### config.mk
export PLATFORM = sky130hd
export DESIGN_NAME = design_24_result_fifo_flat
export DESIGN_NICKNAME = d
export VERILOG_FILES = /design/src/rtl/design_24_result_fifo_if.sv /design/src/rtl/design_24_result_fifo.sv /design/src/flat_wrapper.sv
export SDC_FILE = /design/constraint.sdc
export NUM_CORES = 1
export LEC_CHECK = 0
export CAP_MARGIN = 30
export CORE_ASPECT_RATIO = 1.4
export CORE_MARGIN = 5
export CORE_UTILIZATION = 50
export CTS_CLUSTER_SIZE = 8
export DETAILED_ROUTE_END_ITERATION = 6
export PLACE_DENSITY = 0.79
export SYNTH_ARGS = -nofsm -noshare
export SYNTH_HDL_FRONTEND = slang
export SYNTH_SLANG_ARGS = --single-unit
### constraint.sdc
create_clock -name clk -period 4 [get_ports clk]
set_clock_uncertainty 0.05 [all_clocks]
set_input_delay 0.4 -clock clk [delete_from_list [all_inputs] [get_ports clk]]
set_output_delay 0.4 -clock clk [all_outputs]
set_load 0.01 [all_outputs]
### src/rtl/design_24_result_fifo_if.sv
// ---------------------------------------------------------------------------
// design_24_result_fifo_if
//   Handshake bundle between design_24, the result FIFO and its consumer.
//
//   in_valid   producer -> FIFO   one result word per high cycle
//   in_data    producer -> FIFO   result word, sampled when in_valid=1
//   out_valid  FIFO -> consumer   head entry available
//   out_ready  consumer -> FIFO   consumer takes the head this cycle
//   out_data   FIFO -> consumer   head entry (show-ahead)
//
//   modport slave  : the FIFO side
//   modport master : the environment side (producer + consumer)
// ---------------------------------------------------------------------------
interface design_24_result_fifo_if #(
    parameter int W = 20
);
    logic         in_valid;
    logic [W-1:0] in_data;
    logic         out_valid;
    logic         out_ready;
    logic [W-1:0] out_data;

    modport slave (
        input  in_valid,
        input  in_data,
        input  out_ready,
        output out_valid,
        output out_data
    );

    modport master (
        output in_valid,
        output in_data,
        output out_ready,
        input  out_valid,
        input  out_data
    );
endinterface

### src/rtl/design_24_result_fifo.sv
// ---------------------------------------------------------------------------
// design_24_result_fifo
//   Show-ahead FIFO that buffers design_24 result words and hands them to a
//   consumer over a valid/ready handshake, so the consumer may stall without
//   losing data. Writes arriving while full are dropped and recorded in a
//   sticky overflow flag.
//
//   Ports
//     clk          rising-edge clock
//     rst_n        asynchronous active-low reset
//     clr          synchronous clear (pointers, count, overflow, acc)
//     bus          design_24_result_fifo_if.slave: in_valid/in_data,
//                  out_valid/out_ready/out_data
//     count        occupancy, 0..DEPTH
//     almost_full  count >= AFULL
//     overflow     sticky: a write was dropped
//     acc          sum of popped words mod 2^(W+8)
//                  (only when DESIGN_24_RESULT_ACC_EN is defined)
//
//   Build option: define DESIGN_24_RESULT_ACC_EN to add the pop accumulator.
// ---------------------------------------------------------------------------
module design_24_result_fifo #(
    parameter int W     = 20,
    parameter int DEPTH = 4,
    parameter int AFULL = 3
) (
    input  logic                     clk,
    input  logic                     rst_n,
    input  logic                     clr,
    design_24_result_fifo_if.slave   bus,
    output logic [$clog2(DEPTH):0]   count,
    output logic                     almost_full,
    output logic                     overflow
`ifdef DESIGN_24_RESULT_ACC_EN
    ,
    output logic [W+7:0]             acc
`endif
);

    localparam int AW = $clog2(DEPTH);
    localparam int CW = AW + 1;

    logic [W-1:0]  mem [DEPTH];
    logic [AW-1:0] rd_ptr;
    logic [AW-1:0] wr_ptr;
    logic          pop;
    logic          push;
    logic          drop;

    // A pop in the same cycle frees a slot, so a full FIFO still accepts.
    assign pop  = bus.out_valid & bus.out_ready;
    assign push = bus.in_valid & ((count < CW'(DEPTH)) | pop);
    assign drop = bus.in_valid & ~push;

    assign bus.out_valid = (count != '0);
    assign bus.out_data  = mem[rd_ptr];
    assign almost_full   = (count >= CW'(AFULL));

    // Control state: pointers wrap naturally since DEPTH is a power of two.
    always_ff @(posedge clk or negedge rst_n) begin
        if (!rst_n) begin
            rd_ptr   <= '0;
            wr_ptr   <= '0;
            count    <= '0;
            overflow <= 1'b0;
        end else if (clr) begin
            rd_ptr   <= '0;
            wr_ptr   <= '0;
            count    <= '0;
            overflow <= 1'b0;
        end else begin
            if (push) wr_ptr <= wr_ptr + 1'b1;
            if (pop)  rd_ptr <= rd_ptr + 1'b1;
            count <= count + CW'(push) - CW'(pop);
            if (drop) overflow <= 1'b1;
        end
    end

    // Storage is data only and carries no reset; clr suppresses the write so
    // a word offered alongside clr never lands in the array.
    always_ff @(posedge clk) begin
        if (push && !clr && rst_n) mem[wr_ptr] <= bus.in_data;
    end

`ifdef DESIGN_24_RESULT_ACC_EN
    // Zero-extend the popped word and wrap modulo 2^(W+8).
    function automatic logic [W+7:0] acc_add(input logic [W+7:0] a,
                                             input logic [W-1:0] d);
        return a + {8'd0, d};
    endfunction

    always_ff @(posedge clk or negedge rst_n) begin
        if (!rst_n) begin
            acc <= '0;
        end else if (clr) begin
            acc <= '0;
        end else if (pop) begin
            acc <= acc_add(acc, bus.out_data);
        end
    end
`endif

endmodule

### src/flat_wrapper.sv
// flat-port wrapper written by rule: the top's interface ports become plain ports
module design_24_result_fifo_flat 
#(
    parameter int W     = 20,
    parameter int DEPTH = 4,
    parameter int AFULL = 3
)
  (clk, rst_n, clr, count, almost_full, overflow, bus_in_valid, bus_in_data, bus_out_ready, bus_out_valid, bus_out_data);
  design_24_result_fifo_if #(.W(W)) bus_i ();
  input  logic clk;
  input  logic rst_n;
  input  logic clr;
  output logic [$clog2(DEPTH):0] count;
  output logic almost_full;
  output logic overflow;
  input wire logic [$bits(bus_i.in_valid)-1:0] bus_in_valid;
  input wire logic [$bits(bus_i.in_data)-1:0] bus_in_data;
  input wire logic [$bits(bus_i.out_ready)-1:0] bus_out_ready;
  output wire logic [$bits(bus_i.out_valid)-1:0] bus_out_valid;
  output wire logic [$bits(bus_i.out_data)-1:0] bus_out_data;
  assign bus_i.in_valid = bus_in_valid;
  assign bus_i.in_data = bus_in_data;
  assign bus_i.out_ready = bus_out_ready;
  assign bus_out_valid = bus_i.out_valid;
  assign bus_out_data = bus_i.out_data;
  design_24_result_fifo #(.W(W), .DEPTH(DEPTH), .AFULL(AFULL)) u_core (.clk(clk), .rst_n(rst_n), .clr(clr), .bus(bus_i), .count(count), .almost_full(almost_full), .overflow(overflow));
endmodule
==> results.json, run 1 <==
{
  "outcome": "completed",
  "totalWireLength_um": 5460,
  "tightest_slew_ps": 1000,
  "synth_nets": 189,
  "cts_tree": "done",
  "power.density_cell_area_mw_per_mm2": 540,
  "final_worst_hold_slack_ps": 284,
  "critPathKind": "reg -> out",
  "avgSynthCellArea_um2": 21.8,
  "reg2reg_to": "u_core.mem[3][6]$_DFFE_PP_",
  "clkPwrFrac": 0.277,
  "grt_pass1_vias": 1768,
  "setup.worst_path.end_class": "output port",
  "worstSetupStartpoint": "u_core.rd_ptr[0]$_DFFE_PN0P_",
  "core_mm2": 0.00661,
  "p_leak_uw": 0.00141,
  "groute.usage.overall": 0.142,
  "floorplan.initialDensity": 0.515,
  "pwr-share-seq": 0.480,
  "cts_buffers": 9,
  "numPortBuffers": 50,
  "critical_path.max_stage_delay_ps": 650,
  "critPathLaunchType": "register",
  "synth_warnings": 0,
  "hold_class": "in -> async",
  "cts.htree.levels": 3,
  "detailed_route_via_count": 1592,
  "timing.final.max_slew_violations": 0,
  "cp.required_ps": 3550,
  "cts_repair_resize_count": 0,
  "cts_post_setup_buffers_inserted": 0,
  "num-fill-cells": 451,
  "cp_data_arrival_time_ps": 2500,
  "cts_sinks": 88,
  "final_min_period_over_clock_period": 0.736,
  "die_footprint_mm2": 0.00859,
  "grt_start_max_net_pins": 22,
  "final_nets": 248,
  "detail-route-antenna-nets": 0,
  "yosysUniqueCellTypes": 24,
  "rsz_0062_raised_after_global_routing": "no",
  "sequential_cell_area_fraction_in_the_yosys_report": 0.764,
  "path_cells": "buf_4, mux4_1, clkdlybuf4s50_1",
  "clock_path_buffers": 2,
  "layout.cells.most_common": "sky130_fd_sc_hd__edfxtp_1",
  "switching_share": 0.245,
  "drtIter0Drc": 55,
  "core.rowCount": 35,
  "maxCapViolations": 0,
  "tns_ps": 0,
  "r2r-start": "u_core.count[2]$_DFF_PN0_",
  "post-dp-hpwl_um": 3650,
  "drive_gt1_frac": 0.168,
  "grt_antenna_before_repair": 0,
  "antenna-diode-count": 0,
  "synth.ff_latch_count": 88,
  "switching_power_uw": 559,
  "clkLatencyLatePin_ps": 350,
  "synthCells": 156,
  "die_height_um": 108,
  "globalRoute.totalOverflow": 0,
  "post-route-cell-area_mm2": 0.00423,
  "share_comb_of_total_power": 0.242,
  "critical_path.slowest_cell": "sky130_fd_sc_hd__dfrtp_1",
  "io_pins": 51,
  "grt_pass1_wl_um": 8800,
  "ff2ff_setup_slack_ps": 1760,
  "cp_num_buf_inv": 2,
  "layout.cells.most_common_list": "80 x sky130_fd_sc_hd__edfxtp_1, 50 x sky130_fd_sc_hd__clkdlybuf4s50_1, 18 x sky130_fd_sc_hd__mux4_2",
  "slew_headroom": 0.330,
  "post-layout-total-power_uw": 2290,
  "worst_ir_drop_vdd_uv": 392,
  "mappedNetlistArea_mm2": 0.00341,
  "timing.final.crit_period_ps": 2950,
  "routedWlPerCell_um": 17.5,
  "first_pass_iters": 4,
  "die_w_um": 79.8,
  "internal-power_uw": 1730,
  "flow.area_growth_from_synthesis_pct": 24.3,
  "clkTransAtPathRegs_ps": 80,
  "finalHoldViolations": 0,
  "critical_path_peak_fanout": 14,
  "finalSetupViolCount": 0,
  "clock-root-buffer": "sky130_fd_sc_hd__clkbuf_8",
  "drc_errors": 0,
  "crit_family": "buffers and inverters",
  "gp_congestion": 0.699,
  "placedInstanceArea_mm2": 0.00399,
  "timing.fmax_mhz": 339,
  "hold_buffers": 0,
  "drt_via_density": 5.10,
  "ff2ff_path_depth": 3,
  "finish.utilization": 0.640
}
-- flip-flops by register name, summed over array words and instances, names as in the netlist --
name             flops
u_core.count         3
u_core.mem          80
u_core.overflow      1
u_core.rd_ptr        2
u_core.wr_ptr        2
-- kinds of logic (layout without fill, tap and decap cells) --
kind of cell,after synthesis,count (layout),synth area share
buffers and inverters,12,76,0.0184
xor gates and xnor gates,3,3,0.00772
DFF,88,88,0.764
adders and majority gates,8,8,0.0316
muxes,20,20,0.134
and+or+nand+nor,17,17,0.0298
AOI/OAI and AO/OA,8,8,0.0140
-- cell usage after synthesis --
library cell	count	area, µm²
sky130_fd_sc_hd__xnor2_1	1	8.76
sky130_fd_sc_hd__and2_1	4	25.0
sky130_fd_sc_hd__inv_1	7	26.3
sky130_fd_sc_hd__a21oi_1	3	15.0
sky130_fd_sc_hd__mux4_1	2	52.6
sky130_fd_sc_hd__buf_6	2	22.5
sky130_fd_sc_hd__nor4b_2	1	15.0
sky130_fd_sc_hd__mux4_2	18	405
sky130_fd_sc_hd__or3_1	2	12.5
sky130_fd_sc_hd__edfxtp_1	80	2400
sky130_fd_sc_hd__o21ai_0	3	15.0
sky130_fd_sc_hd__fa_1	1	20.0
sky130_fd_sc_hd__nor2_1	6	22.5
sky130_fd_sc_hd__nand2_1	1	3.75
sky130_fd_sc_hd__o31a_1	1	8.76
sky130_fd_sc_hd__xor2_1	2	17.5
sky130_fd_sc_hd__clkbuf_1	1	3.75
sky130_fd_sc_hd__nor2b_1	1	6.26
sky130_fd_sc_hd__nand3b_1	1	7.51
sky130_fd_sc_hd__nor2b_2	1	8.76
sky130_fd_sc_hd__dfrtp_1	8	200
sky130_fd_sc_hd__o311ai_1	1	8.76
sky130_fd_sc_hd__buf_2	2	10.0
sky130_fd_sc_hd__ha_1	7	87.6
-- per-stage QoR --
stage,setup slack [ps],instances
global placement,1230,294
CTS,965,310
detailed placement,1160,294
global route,865,312
finish,1050,312
floorplan,1980,156
-- metal layers --
| layer | routed length (µm) | GRT usage | up-vias | part of all wire |
|---|---|---|---|---|
| met5 | 0 | 0 | - | 0 |
| met4 | 91 | 0.0688 | 0 | 0.017 |
| met3 | 274 | 0.0360 | 9 | 0.050 |
| met2 | 2940 | 0.240 | 42 | 0.54 |
| met1 | 2150 | 0.167 | 797 | 0.39 |
| li1 | - | - | 744 | - |
-- power groups by stage --
stage / sequential, µW / combinational [µW] / clock [µW]
after global placement: 1120 / 558 / 0
after global routing: 1110 / 599 / 684
after floorplan: 1090 / 329 / 0
after CTS: 1100 / 565 / 644
final: 1100 / 553 / 634
after detailed placement: 1120 / 563 / 0
-- cell type report --
class	count	area [µm²]	area share
clock buffer	9	124	0.0293
clock inverter	7	86.3	0.0204
inverter	7	26.3	0.00621
multi-input combinational	56	741	0.175
sequential	88	2600	0.615
tap	92	115	0.0272
timing repair buffer	53	538	0.127
-- worst max path at each step --
stage,to,slack (ps),cells past startpoint
global placement,u_core.mem[0][14]$_DFFE_PP_,1230,3
floorplan,u_core.count[2]$_DFF_PN0_,1980,8
global route,bus_out_data[18],870,3
CTS,bus_out_data[18],970,3
finish,bus_out_data[18],1050,3
detailed placement,u_core.mem[1][12]$_DFFE_PP_,1160,3
(Power assumes the default switching activity.)
==> run 2: changes to the inputs <==
- CORE_UTILIZATION: 50 -> 48
- clock period: 4 -> 2.4 ns (I/O delays scaled with it)
==> run 2 against run 1 <==
Critical path depth stayed put. Worst hold slack worse by 110 ps. Via count increased by 4.7%. Sequential power grew 64%. First-iteration DRC count increased by 29%. Global-route usage rose by 0.68 points. Critical endpoint is now bus_out_data[19].
==> results.json, run 2 (synthesis gave the netlist of run 1 again) <==
{
  "outcome": "completed",
  "clkTransAtPathRegs_ps": 80,
  "final_min_period_over_clock_period": 0.954,
  "tns_ps": 0,
  "largest_register_ffs": 80,
  "p_leak_uw": 0.00147,
  "clkLatencyLatePin_ps": 330,
  "slew_headroom": 0.728,
  "globalRoute.totalOverflow": 0,
  "worstSetupStartpoint": "u_core.rd_ptr[0]$_DFFE_PN0P_",
  "detailed_route_via_count": 1667,
  "setup.worst_path.end_class": "output port",
  "die_height_um": 110,
  "placedInstanceArea_mm2": 0.00411,
  "groute.usage.overall": 0.148,
  "numPortBuffers": 50,
  "cts.htree.levels": 3,
  "finalSetupViolCount": 0,
  "first_pass_iters": 4,
  "num-fill-cells": 514,
  "grt_use_met1": 0.180,
  "seqCellArea_mm2": 0.00260,
  "core_mm2": 0.00694,
  "antenna-diode-count": 0,
  "hold_class": "in -> async",
  "io_pins": 51,
  "detail-route-antenna-nets": 0,
  "post-dp-hpwl_um": 4140,
  "critPathLaunchType": "register",
  "totalWireLength_um": 5820,
  "die_w_um": 81.2,
  "met2_usage": 0.255,
  "use_met3": 0.0418,
  "r2r-start": "u_core.count[1]$_DFF_PN0_",
  "die_footprint_mm2": 0.00890,
  "critical_path_peak_fanout": 8,
  "final_nets": 260,
  "cts_tree": "done",
  "finalHoldViolations": 0,
  "routedWlPerCell_um": 17.8,
  "drt_via_density": 5.11,
  "crit_end": "bus_out_data[19]",
  "tightest_slew_ps": 407,
  "ff2ff_path_depth": 8,
  "cts_buffers": 9,
  "grt_antenna_before_repair": 0,
  "clock_path_buffers": 2,
  "core.rowCount": 36,
  "ff2ff_setup_slack_ps": 330,
  "critPathKind": "reg -> out",
  "grt_pass1_wl_um": 9470,
  "grt_start_max_net_pins": 17,
  "multi_input_area_um2": 741,
  "layout.cells.most_common_list": "80 x sky130_fd_sc_hd__edfxtp_1, 50 x sky130_fd_sc_hd__clkdlybuf4s50_1, 18 x sky130_fd_sc_hd__mux4_2",
  "reg.largest.list": "u_core.mem: 80 flops, u_core.count: 3 flops",
  "timing.fmax_mhz": 437,
  "rsz_0062_raised_after_global_routing": "no",
  "grt_pass1_vias": 1829,
  "reg2reg_to": "u_core.count[2]$_DFF_PN0_",
  "drive_gt1_frac": 0.216,
  "globalRoute.busiestLayer": "met2",
  "drc_errors": 0,
  "post-route-cell-area_mm2": 0.00432,
  "register_containing_the_most_flip_flops_in_the_final_layout": "u_core.mem",
  "timing.final.crit_period_ps": 2290,
  "clock-root-buffer": "sky130_fd_sc_hd__clkbuf_8",
  "flow.area_growth_from_synthesis_pct": 26.9,
  "cts_sinks": 88,
  "drtIter0Drc": 71,
  "post-layout-total-power_uw": 3850,
  "layout.cells.most_common": "sky130_fd_sc_hd__edfxtp_1",
  "worst_ir_drop_vdd_uv": 495,
  "maxCapViolations": 0,
  "cp.required_ps": 2110,
  "hold_buffers": 0,
  "power.density_cell_area_mw_per_mm2": 890,
  "timing.final.max_slew_violations": 0,
  "cp_data_arrival_time_ps": 2000,
  "gp_congestion": 0.755,
  "floorplan.initialDensity": 0.491
}
-- run 2: metal layers --
metal,up-vias,wire [µm]
li1,770,-
met5,-,0
met2,46,3060
met3,5,279
met4,0,64
met1,846,2410
-- run 2: critical path, cell delays in order (launching register included) --
cell                              delay, ps
sky130_fd_sc_hd__dfrtp_2                430
sky130_fd_sc_hd__buf_4                  220
sky130_fd_sc_hd__mux4_2                 520
sky130_fd_sc_hd__clkdlybuf4s50_1        490
-- run 2: worst min-delay path by stage --
| stage | start | to | slack, ps | cells past startpoint |
|---|---|---|---|---|
| after floorplan | rst_n | u_core.count[0]$_DFF_PN0_ | -110 | 0 |
| after global placement | u_core.overflow$_DFFE_PN0P_ | u_core.overflow$_DFFE_PN0P_ | 440 | 2 |
| after detailed placement | u_core.overflow$_DFFE_PN0P_ | u_core.overflow$_DFFE_PN0P_ | 450 | 2 |
| after CTS | rst_n | u_core.count[0]$_DFF_PN0_ | 150 | 2 |
| after global routing | rst_n | u_core.wr_ptr[0]$_DFFE_PN0P_ | 170 | 2 |
| final | rst_n | u_core.count[0]$_DFF_PN0_ | 180 | 2 |
-- run 2: power by group --
group          switching, µW  internal (µW)
Sequential              66.5           1730
Combinational            392            603
Clock                    474            577
Total                    933           2910
-- run 2: layout make-up --
class / instances / share of cell area
tap: 95 / 0.0275
timing repair buffer: 65 / 0.145
multi-input combinational: 56 / 0.171
inverter: 7 / 0.00608
clock buffer: 9 / 0.0287
sequential: 88 / 0.602
clock inverter: 6 / 0.0191
-- run 2: stage by stage --
step	hold WS [ps]	util	setup slack (ps)	std cells
after CTS	147	0.623	70.8	326
after global routing	173	0.623	11.5	326
after global placement	444	0.592	271	310
after floorplan	-106	-	375	156
final	176	0.623	111	326
after detailed placement	445	0.592	198	310
-- run 2: what timing repair did --
item / in CTS / in global routing
buffers inserted: 1 / 0
setup endpoints to repair: 16 / 0
resized for setup: 1 / 0
==> run 3: changes to the inputs <==
- CORE_ASPECT_RATIO: 1.4 -> 0.7
==> run 3 against run 2 <==
Design area up 1.5%. First-iteration DRC count down 35%. Die area about the same.
==> results.json, run 3 (synthesis gave the netlist of run 1 again) <==
{
  "core.rowCount": 25,
  "final_nets": 260,
  "layout.cells.most_common_list": "80 x sky130_fd_sc_hd__edfxtp_1, 40 x sky130_fd_sc_hd__clkdlybuf4s50_1, 18 x sky130_fd_sc_hd__mux4_2",
  "numPortBuffers": 50,
  "seqCellArea_mm2": 0.00260,
  "power.density_cell_area_mw_per_mm2": 873,
  "floorplan.initialDensity": 0.499,
  "gp_congestion": 0.780,
  "hold_buffers": 0,
  "reg.largest.list": "u_core.mem: 80 flops, u_core.count: 3 flops",
  "cts.htree.levels": 3,
  "clkPwrFrac": 0.257,
  "critPathLaunchType": "register",
  "rsz_0062_raised_after_global_routing": "no",
  "clock-root-buffer": "sky130_fd_sc_hd__clkbuf_8",
  "cp.required_ps": 2110,
  "drtIter0Drc": 46,
  "antenna-diode-count": 0,
  "die_height_um": 80.5,
  "finalSetupViolCount": 0,
  "final_min_period_over_clock_period": 0.954,
  "worst_ir_drop_vdd_uv": 648,
  "outcome": "completed",
  "pwr-share-seq": 0.470,
  "register_containing_the_most_flip_flops_in_the_final_layout": "u_core.mem",
  "routedWlPerCell_um": 18.3,
  "detailed_route_via_count": 1679,
  "tns_ps": 0,
  "first_pass_iters": 3,
  "groute.usage.overall": 0.146,
  "grt_pass1_vias": 1858,
  "clkLatencyLatePin_ps": 340,
  "switching_share": 0.255,
  "timing.fmax_mhz": 437,
  "grt_pass1_wl_um": 9540,
  "hold_class": "in -> async",
  "slew_headroom": 0.728,
  "grt_start_max_net_pins": 20,
  "grt_antenna_before_repair": 0,
  "drc_errors": 0,
  "totalWireLength_um": 5940,
  "timing.final.max_slew_violations": 0,
  "cts_tree": "done",
  "drt_via_density": 5.17,
  "io_pins": 51,
  "drive_gt1_frac": 0.221,
  "tightest_slew_ps": 407,
  "clkTransAtPathRegs_ps": 80,
  "share_comb_of_total_power": 0.273,
  "cts_buffers": 9,
  "post-dp-hpwl_um": 3960,
  "post-layout-total-power_uw": 3830,
  "p_leak_uw": 0.00155,
  "detail-route-antenna-nets": 0,
  "r2r-start": "u_core.count[1]$_DFF_PN0_",
  "cp_data_arrival_time_ps": 2000,
  "finalHoldViolations": 0,
  "die_w_um": 111,
  "ff2ff_setup_slack_ps": 290,
  "clock_path_buffers": 2,
  "multi_input_area_um2": 741,
  "reg2reg_to": "u_core.count[2]$_DFF_PN0_",
  "num-fill-cells": 482,
  "globalRoute.totalOverflow": 0,
  "die_footprint_mm2": 0.00891,
  "timing.final.crit_period_ps": 2290,
  "flow.area_growth_from_synthesis_pct": 28.8,
  "cts_sinks": 88,
  "internal-power_uw": 2850,
  "core_mm2": 0.00682,
  "switching_power_uw": 977,
  "ff2ff_path_depth": 8,
  "setup.worst_path.end_class": "output port",
  "critical_path_peak_fanout": 10,
  "critPathKind": "reg -> out",
  "maxCapViolations": 0,
  "largest_register_ffs": 80,
  "layout.cells.most_common": "sky130_fd_sc_hd__edfxtp_1"
}
## run 3: cell count changes in the layout (fill, tap and decap cells not counted), sizes merged
cell / delta
buf: -1
bufbuf: +1
bufinv: -1
clkdlybuf4s50: -10
clkinvlp: +1
dlygate4sd2: +2
dlymetal6s2s: +8
## run 3: power by group through the flow
stage / registers (µW) / clock network, µW / logic (µW)
after CTS: 1800 / 1010 / 1080
after floorplan: 1820 / 0 / 548
after detailed placement: 1830 / 0 / 1010
after global routing: 1810 / 1080 / 1140
after global placement: 1820 / 0 / 997
final: 1800 / 984 / 1040
## run 3: timing repair
item	CTS	global route
gates resized for setup	3	8
buffers inserted	1	0
setup endpoints to repair	3	8
gates cloned	1	0
## run 3: how the worst max path moves through the flow
stage                                 startpoint                         to  slack, ps  cells after the start
finish              u_core.rd_ptr[0]$_DFFE_PN0P_            bus_out_data[7]        110                      3
floorplan              u_core.count[1]$_DFF_PN0_  u_core.count[2]$_DFF_PN0_        380                      8
detailed placement                 bus_out_ready  u_core.count[2]$_DFF_PN0_        210                      9
global route        u_core.rd_ptr[0]$_DFFE_PN0P_           bus_out_data[18]         30                      3
CTS                 u_core.rd_ptr[0]$_DFFE_PN0P_            bus_out_data[1]        0.1                      3
global placement                   bus_out_ready  u_core.count[2]$_DFF_PN0_        260                      9
## run 3: routing by layer
metal  vias up  routed length (µm)  global-route usage
li1        771                   -                   -
met3         8                 269              0.0527
met2        38                2860               0.243
met1       862                2740               0.178
met5         -                   0                   0
met4         0                  70              0.0517
## run 3: final cells by class
type | count | share of cell area
Multi-Input combinational cell | 56 | 0.169
Clock buffer | 9 | 0.0282
Clock inverter | 6 | 0.0157
Sequential cell | 88 | 0.594
Tap cell | 94 | 0.0268
Inverter | 7 | 0.00599
Timing Repair Buffer | 65 | 0.161
## run 3: worst max-delay path: stages (launching register included)
cell and delay, ps:
sky130_fd_sc_hd__dfrtp_2 420, sky130_fd_sc_hd__buf_12 160, sky130_fd_sc_hd__mux4_1 560, sky130_fd_sc_hd__clkdlybuf4s50_1 500
## run 3: metrics by stage
step,instances,setup WS (ps),area [µm²],hold slack (ps),utilization
final,325,111,4390,160,0.643
after CTS,325,0.139,4370,145,0.640
after detailed placement,308,207,4140,445,0.606
after floorplan,156,375,3410,-106,-
after global placement,308,265,4140,436,0.606
after global routing,325,34.5,4390,154,0.643
